`src/rtl/rr_priority_arbiter.sv`:
```
// rr_priority_arbiter
//
// Grants a shared resource to one of N requesters. The policy is either
// fixed priority or round-robin, and an optional limit caps how many
// consecutive cycles one owner may hold the grant. The grant outputs are
// registered, so a winner sees its grant one cycle after it requests.
// Every release is followed by one idle cycle before the next grant.
//
// Parameters
//   N        number of requesters (2..64)
//   MODE     0 = fixed priority (highest index wins), 1 = round-robin
//   MAX_HOLD maximum consecutive grant cycles per owner, 0 = unlimited
//
// Ports
//   clk        rising-edge clock for all state
//   rst        synchronous, active-high reset
//   req        request vector, bit i = requester i wants the resource
//   any_req    combinational OR of req, also valid during reset
//   gnt        registered one-hot grant, all zeros when idle
//   gnt_idx    registered binary index of the owner (valid with gnt_valid)
//   gnt_valid  registered, high while a grant is active

module rr_priority_arbiter #(
    parameter int N        = 4,
    parameter int MODE     = 1,
    parameter int MAX_HOLD = 0
) (
    input  logic                 clk,
    input  logic                 rst,
    input  logic [N-1:0]         req,
    output logic                 any_req,
    output logic [N-1:0]         gnt,
    output logic [$clog2(N)-1:0] gnt_idx,
    output logic                 gnt_valid
);

    localparam int IW = $clog2(N);
    localparam int HW = (MAX_HOLD > 0) ? $clog2(MAX_HOLD + 1) : 1;

    // The release fires on the edge that closes the MAX_HOLD-th grant
    // cycle; the counter reads MAX_HOLD-1 during that cycle.
    localparam logic [HW-1:0] HOLD_LAST = (MAX_HOLD > 0) ? HW'(MAX_HOLD - 1) : '0;
    localparam logic [HW-1:0] HOLD_SAT  = '1;
    localparam logic [IW-1:0] LAST_IDX  = IW'(N - 1);
    localparam logic [IW:0]   N_WIDE    = (IW + 1)'(N);

    typedef enum logic {
        IDLE,
        GRANT
    } state_t;

    state_t          state, state_d;
    logic [IW-1:0]   ptr, ptr_d;
    logic [HW-1:0]   hold_cnt, hold_d;
    logic [N-1:0]    gnt_d;
    logic [IW-1:0]   idx_d;
    logic            valid_d;

    logic [IW-1:0]   win_idx;
    logic [N-1:0]    rotated;
    logic [IW:0]     pos;

    assign any_req = |req;

    // Winner selection. Round-robin rotates req so that bit 0 of the
    // rotated vector is requester ptr, finds the first set bit, then maps
    // that offset back to a real index modulo N (N need not be a power of 2).
    always_comb begin
        win_idx = '0;
        rotated = '0;
        pos     = '0;
        if (MODE == 0) begin
            for (int i = 0; i < N; i++) begin
                if (req[i]) begin
                    win_idx = IW'(i);
                end
            end
        end else begin
            rotated = N'({req, req} >> ptr);
            for (int j = N - 1; j >= 0; j--) begin
                if (rotated[j]) begin
                    pos = {1'b0, ptr} + (IW + 1)'(j);
                end
            end
            if (pos >= N_WIDE) begin
                pos = pos - N_WIDE;
            end
            win_idx = pos[IW-1:0];
        end
    end

    // Next-state and next-output logic. A grant is taken only from IDLE,
    // which is what guarantees the idle cycle between owners. The hold
    // counter saturates so it cannot wrap when the hold is unlimited.
    always_comb begin
        state_d = state;
        gnt_d   = gnt;
        idx_d   = gnt_idx;
        valid_d = gnt_valid;
        ptr_d   = ptr;
        hold_d  = hold_cnt;
        case (state)
            IDLE: begin
                gnt_d   = '0;
                valid_d = 1'b0;
                if (any_req) begin
                    state_d = GRANT;
                    gnt_d   = N'(1) << win_idx;
                    idx_d   = win_idx;
                    valid_d = 1'b1;
                    hold_d  = '0;
                    if (MODE != 0) begin
                        ptr_d = (win_idx == LAST_IDX) ? '0 : win_idx + 1'b1;
                    end
                end
            end
            GRANT: begin
                if (!req[gnt_idx] || ((MAX_HOLD > 0) && (hold_cnt == HOLD_LAST))) begin
                    state_d = IDLE;
                    gnt_d   = '0;
                    valid_d = 1'b0;
                    hold_d  = '0;
                end else if (hold_cnt != HOLD_SAT) begin
                    hold_d = hold_cnt + 1'b1;
                end
            end
            default: begin
                state_d = IDLE;
                gnt_d   = '0;
                valid_d = 1'b0;
                hold_d  = '0;
            end
        endcase
    end

    // State and output registers; reset wins over everything, even mid-grant.
    always_ff @(posedge clk) begin
        if (rst) begin
            state     <= IDLE;
            gnt       <= '0;
            gnt_idx   <= '0;
            gnt_valid <= 1'b0;
            ptr       <= '0;
            hold_cnt  <= '0;
        end else begin
            state     <= state_d;
            gnt       <= gnt_d;
            gnt_idx   <= idx_d;
            gnt_valid <= valid_d;
            ptr       <= ptr_d;
            hold_cnt  <= hold_d;
        end
    end

endmodule

```
`config.mk`:
```
export PLATFORM = sky130hd
export DESIGN_NAME = rr_priority_arbiter
export DESIGN_NICKNAME = d
export VERILOG_FILES = /design/src/rtl/rr_priority_arbiter.sv
export SDC_FILE = /design/constraint.sdc
export NUM_CORES = 1
export LEC_CHECK = 0
export ABC_AREA = 1
export CELL_PAD_IN_SITES_DETAIL_PLACEMENT = 1
export CELL_PAD_IN_SITES_GLOBAL_PLACEMENT = 1
export CORE_UTILIZATION = 27
export CTS_BUF_LIST = sky130_fd_sc_hd__clkbuf_16
export DETAILED_ROUTE_END_ITERATION = 10
export PLACE_DENSITY = 0.7
export SLEW_MARGIN = 20
export SYNTH_ARGS = -nofsm -noshare
export SYNTH_HDL_FRONTEND = slang
export SYNTH_SLANG_ARGS = --single-unit
```
`constraint.sdc`:
```
create_clock -name clk -period 1.4 [get_ports clk]
set_input_delay 0.35 -clock clk [delete_from_list [all_inputs] [get_ports clk]]
set_output_delay 0.35 -clock clk [all_outputs]
set_load 0.005 [all_outputs]
```
==> results.toml <==
[outcome]
status = "finished with violations"
failed_checks = "setup timing"

[drt]
dr.pass1.iters = 2
routed_wl_um = 2004
vias = 717
via_per_inst = 4.686
drtAntennaViolNets = 0
wl_per_cell_um = 13.10
initialDrtViolationCount = 2
drc = 0

[die]
coreArea_um2 = 2318
ios = 14
die_h_um = 52.58
initial_core_util_pct = 29.79
die-area_um2 = 2764
die_x_um = 52.58
rows = 17

[cts]
cts_inserted_buffers = 3
cts_tree = "yes"
hold_buffers = 0
cts_buffer_depth = 2
path_clk_slew_ps = 40
htreeDepth = 1
cts.sinks = 10
clk_latency_ps = 230
cts-root-buf = "clkbuf_16"

[finish]
final_util_pct = 48.79
syn_to_final_growth_pct = 63.77
antenna_cells = 0
layout-drive-gt1-share_pct = 54.40
fin_nets = 137
fillers = 286
stdcell_area_um2 = 1131

[power]
powerDensity_nw_per_um2 = 2110
power_leakage_nw = 0.5370
p_int_w = 0.001427
seq_power_share_pct = 21.1
ir_drop_mv = 1.051
pwr-share-comb_pct = 58.5
switching_share_pct = 40.20
switchingPower_w = 0.0009594
p_clk_share_pct = 20.5

[global_route]
grt_pass1_wl_um = 3525
grt_max_degree = 12
grt_pass1_vias = 814
grt.overflow.total = 0
antenna_found_initial = 0
track_usage_pct = 17.54

[placed_design]
port_buffers = 13
post_dp_cell_area_um2 = 978.4
place_ws_ps = -660.4
hpwlAfterDp_um = 1490
place_congestion = 0.7506

[logic_synthesis]
ys_seq_area_share_pct = 28.99
yosysUniqueCellTypes = 22
synth.cell_area_um2 = 690.7
syn_nets = 103
synth_warnings = 0
avgSynthCellArea_um2 = 7.426
yosys_register_bits = 10
synth_cells = 93

[worst_setup_path]
r2r-start = "ptr[0]"
endpoint_kind = "flop"
worstPathRequired_ps = 1560
cp-start-kind = "flop"
worstPathMaxFanout = 7
path_class = "flop to flop"
timing.rr.end = "ptr[1]"
arrival_ps = 1690
r2r_cells = 12
r2r_setup_slack_ps = -130

[sta]
skew_ps = 1.147
max_freq_ghz = 0.6533
hold_ws_ps = 457.6
rsz0062_at_grt = "true"
finalSetupViolCount = 6
layout_setup_ws_ps = -130.7
tightestPinTransition_ps = 288.9
hold_violations = 0
maxSlewViolCount = 0
min_period_ps = 1531
fin_setup_tns_ps = -420.8
finalCritPeriodShare_pct = 109.3
relSlewSlack_pct = 80.66

[worst_hold_path]
whs_path_depth = 2
hold_path.class = "flop to flop"
hold_end = "gnt[2]"
hold_path.startpoint = "gnt[2]"

[run]
maxCapViolCount = 0
-- cell usage after synthesis --
| master | n | area, µm² |
|---|---|---|
| a21oi_1 | 7 | 35.03 |
| a21oi_2 | 2 | 17.52 |
| a21oi_4 | 1 | 16.27 |
| buf_6 | 2 | 22.52 |
| dfxtp_1 | 10 | 200.2 |
| ha_1 | 4 | 50.05 |
| inv_1 | 6 | 22.52 |
| inv_2 | 5 | 18.77 |
| inv_8 | 1 | 11.26 |
| nand2_1 | 25 | 93.84 |
| nand2_2 | 6 | 37.54 |
| nand2_4 | 2 | 22.52 |
| nand3_1 | 5 | 25.02 |
| nand3_2 | 3 | 30.03 |
| nand4_1 | 1 | 6.260 |
| nor2_2 | 1 | 6.260 |
| nor2_4 | 1 | 11.26 |
| o211ai_1 | 1 | 7.510 |
| o21a_1 | 1 | 7.510 |
| o21ai_0 | 5 | 25.02 |
| o21ai_1 | 3 | 15.01 |
| xor2_1 | 1 | 8.760 |
-- critical path, cell delays in order, from the launching register on --
cell     delay, ps
dfxtp_4        420
inv_8           70
nand2_4         80
nand3_2         80
nand2_1         90
inv_2           40
nand2_2         60
nand2_2         60
nand2_4         80
inv_2           50
ha_4           260
o21ai_2         50
a21oi_1        110
-- how the worst max path moves through the flow --
stage,startpoint,end,slack [ps],depth (start not counted)
CTS,ptr[0],ptr[1],-110,12
finish,ptr[0],ptr[1],-130,12
detailed placement,req[1],ptr[1],-660,13
global route,ptr[0],ptr[1],-200,11
floorplan,ptr[0],ptr[1],-60,12
global placement,req[1],ptr[1],-620,13
-- state kept, by name, summed over array words and instances, names as in the netlist --
register   flops
gnt_valid      1
gnt_idx        2
state          1
gnt            4
ptr            2
-- stage by stage --
step / cells / total power (W)
2_1_floorplan: 93 / 0.001235
3_3_place_gp: 146 / 0.001641
3_5_place_dp: 146 / 0.001689
4_1_cts: 153 / 0.002295
5_1_grt: 153 / 0.002562
6_report: 153 / 0.002386
-- power groups by stage --
stage / Combinational (W) / Clock (W) / Sequential (W)
4_1_cts: 0.00129 / 0.000503 / 0.000501
3_5_place_dp: 0.00120 / 0 / 0.000490
3_3_place_gp: 0.00115 / 0 / 0.000487
6_report: 0.00140 / 0.000489 / 0.000503
5_1_grt: 0.00153 / 0.000508 / 0.000522
2_1_floorplan: 0.000774 / 0 / 0.000461
-- what timing repair did --
| action | in CTS | in global routing |
|---|---|---|
| setup buffers | 4 | 0 |
| setup endpoints to repair | 18 | 10 |
| cloned | 0 | 0 |
| resized for setup | 29 | 12 |
| pin swaps | 11 | 7 |
-- cell families (layout without fill, tap and decap cells) --
| group | Yosys count | count (layout) | share of synthesized area [%] |
|---|---|---|---|
| AO/OA/AOI/OAI | 20 | 20 | 17.93 |
| flip-flops | 10 | 10 | 28.99 |
| buffers and inverters | 14 | 46 | 10.87 |
| adder cells (fa/ha/maj) | 4 | 4 | 7.247 |
| AND/OR/NAND/NOR | 44 | 44 | 33.70 |
| XOR/XNOR | 1 | 1 | 1.268 |
-- per-layer routing --
layer  up-vias  wire length (µm)  global-route usage [%]
met5         -                 0                       0
met4         0                22                   7.895
met3         4                41                   1.739
met2         9              1105                   32.70
met1       338               835                   19.62
li1        366                 -                       -
-- cell type report --
type	instances	area (µm²)	area share, %
inverter	12	55.05	4.867
timing repair buffer	31	261.5	23.12
tap	28	35.03	3.097
sequential	10	209.0	18.47
clock buffer	3	75.07	6.637
multi-input combinational	69	495.5	43.81
-- placed cells by master, fill, tap and decap left out, types with 2 or more instances in the layout --
cell,count
nand2_1,16
buf_4,15
nand2_2,12
dlygate4sd2_1,9
inv_2,8
dfxtp_1,7
nand3_2,6
o21ai_1,6
a21oi_1,6
nand2_4,5
a21oi_2,3
clkbuf_16,3
buf_6,3
nand3_1,2
inv_1,2
nor2_4,2
ha_1,2
dfxtp_4,2
Power figures use the tool's default switching activity.
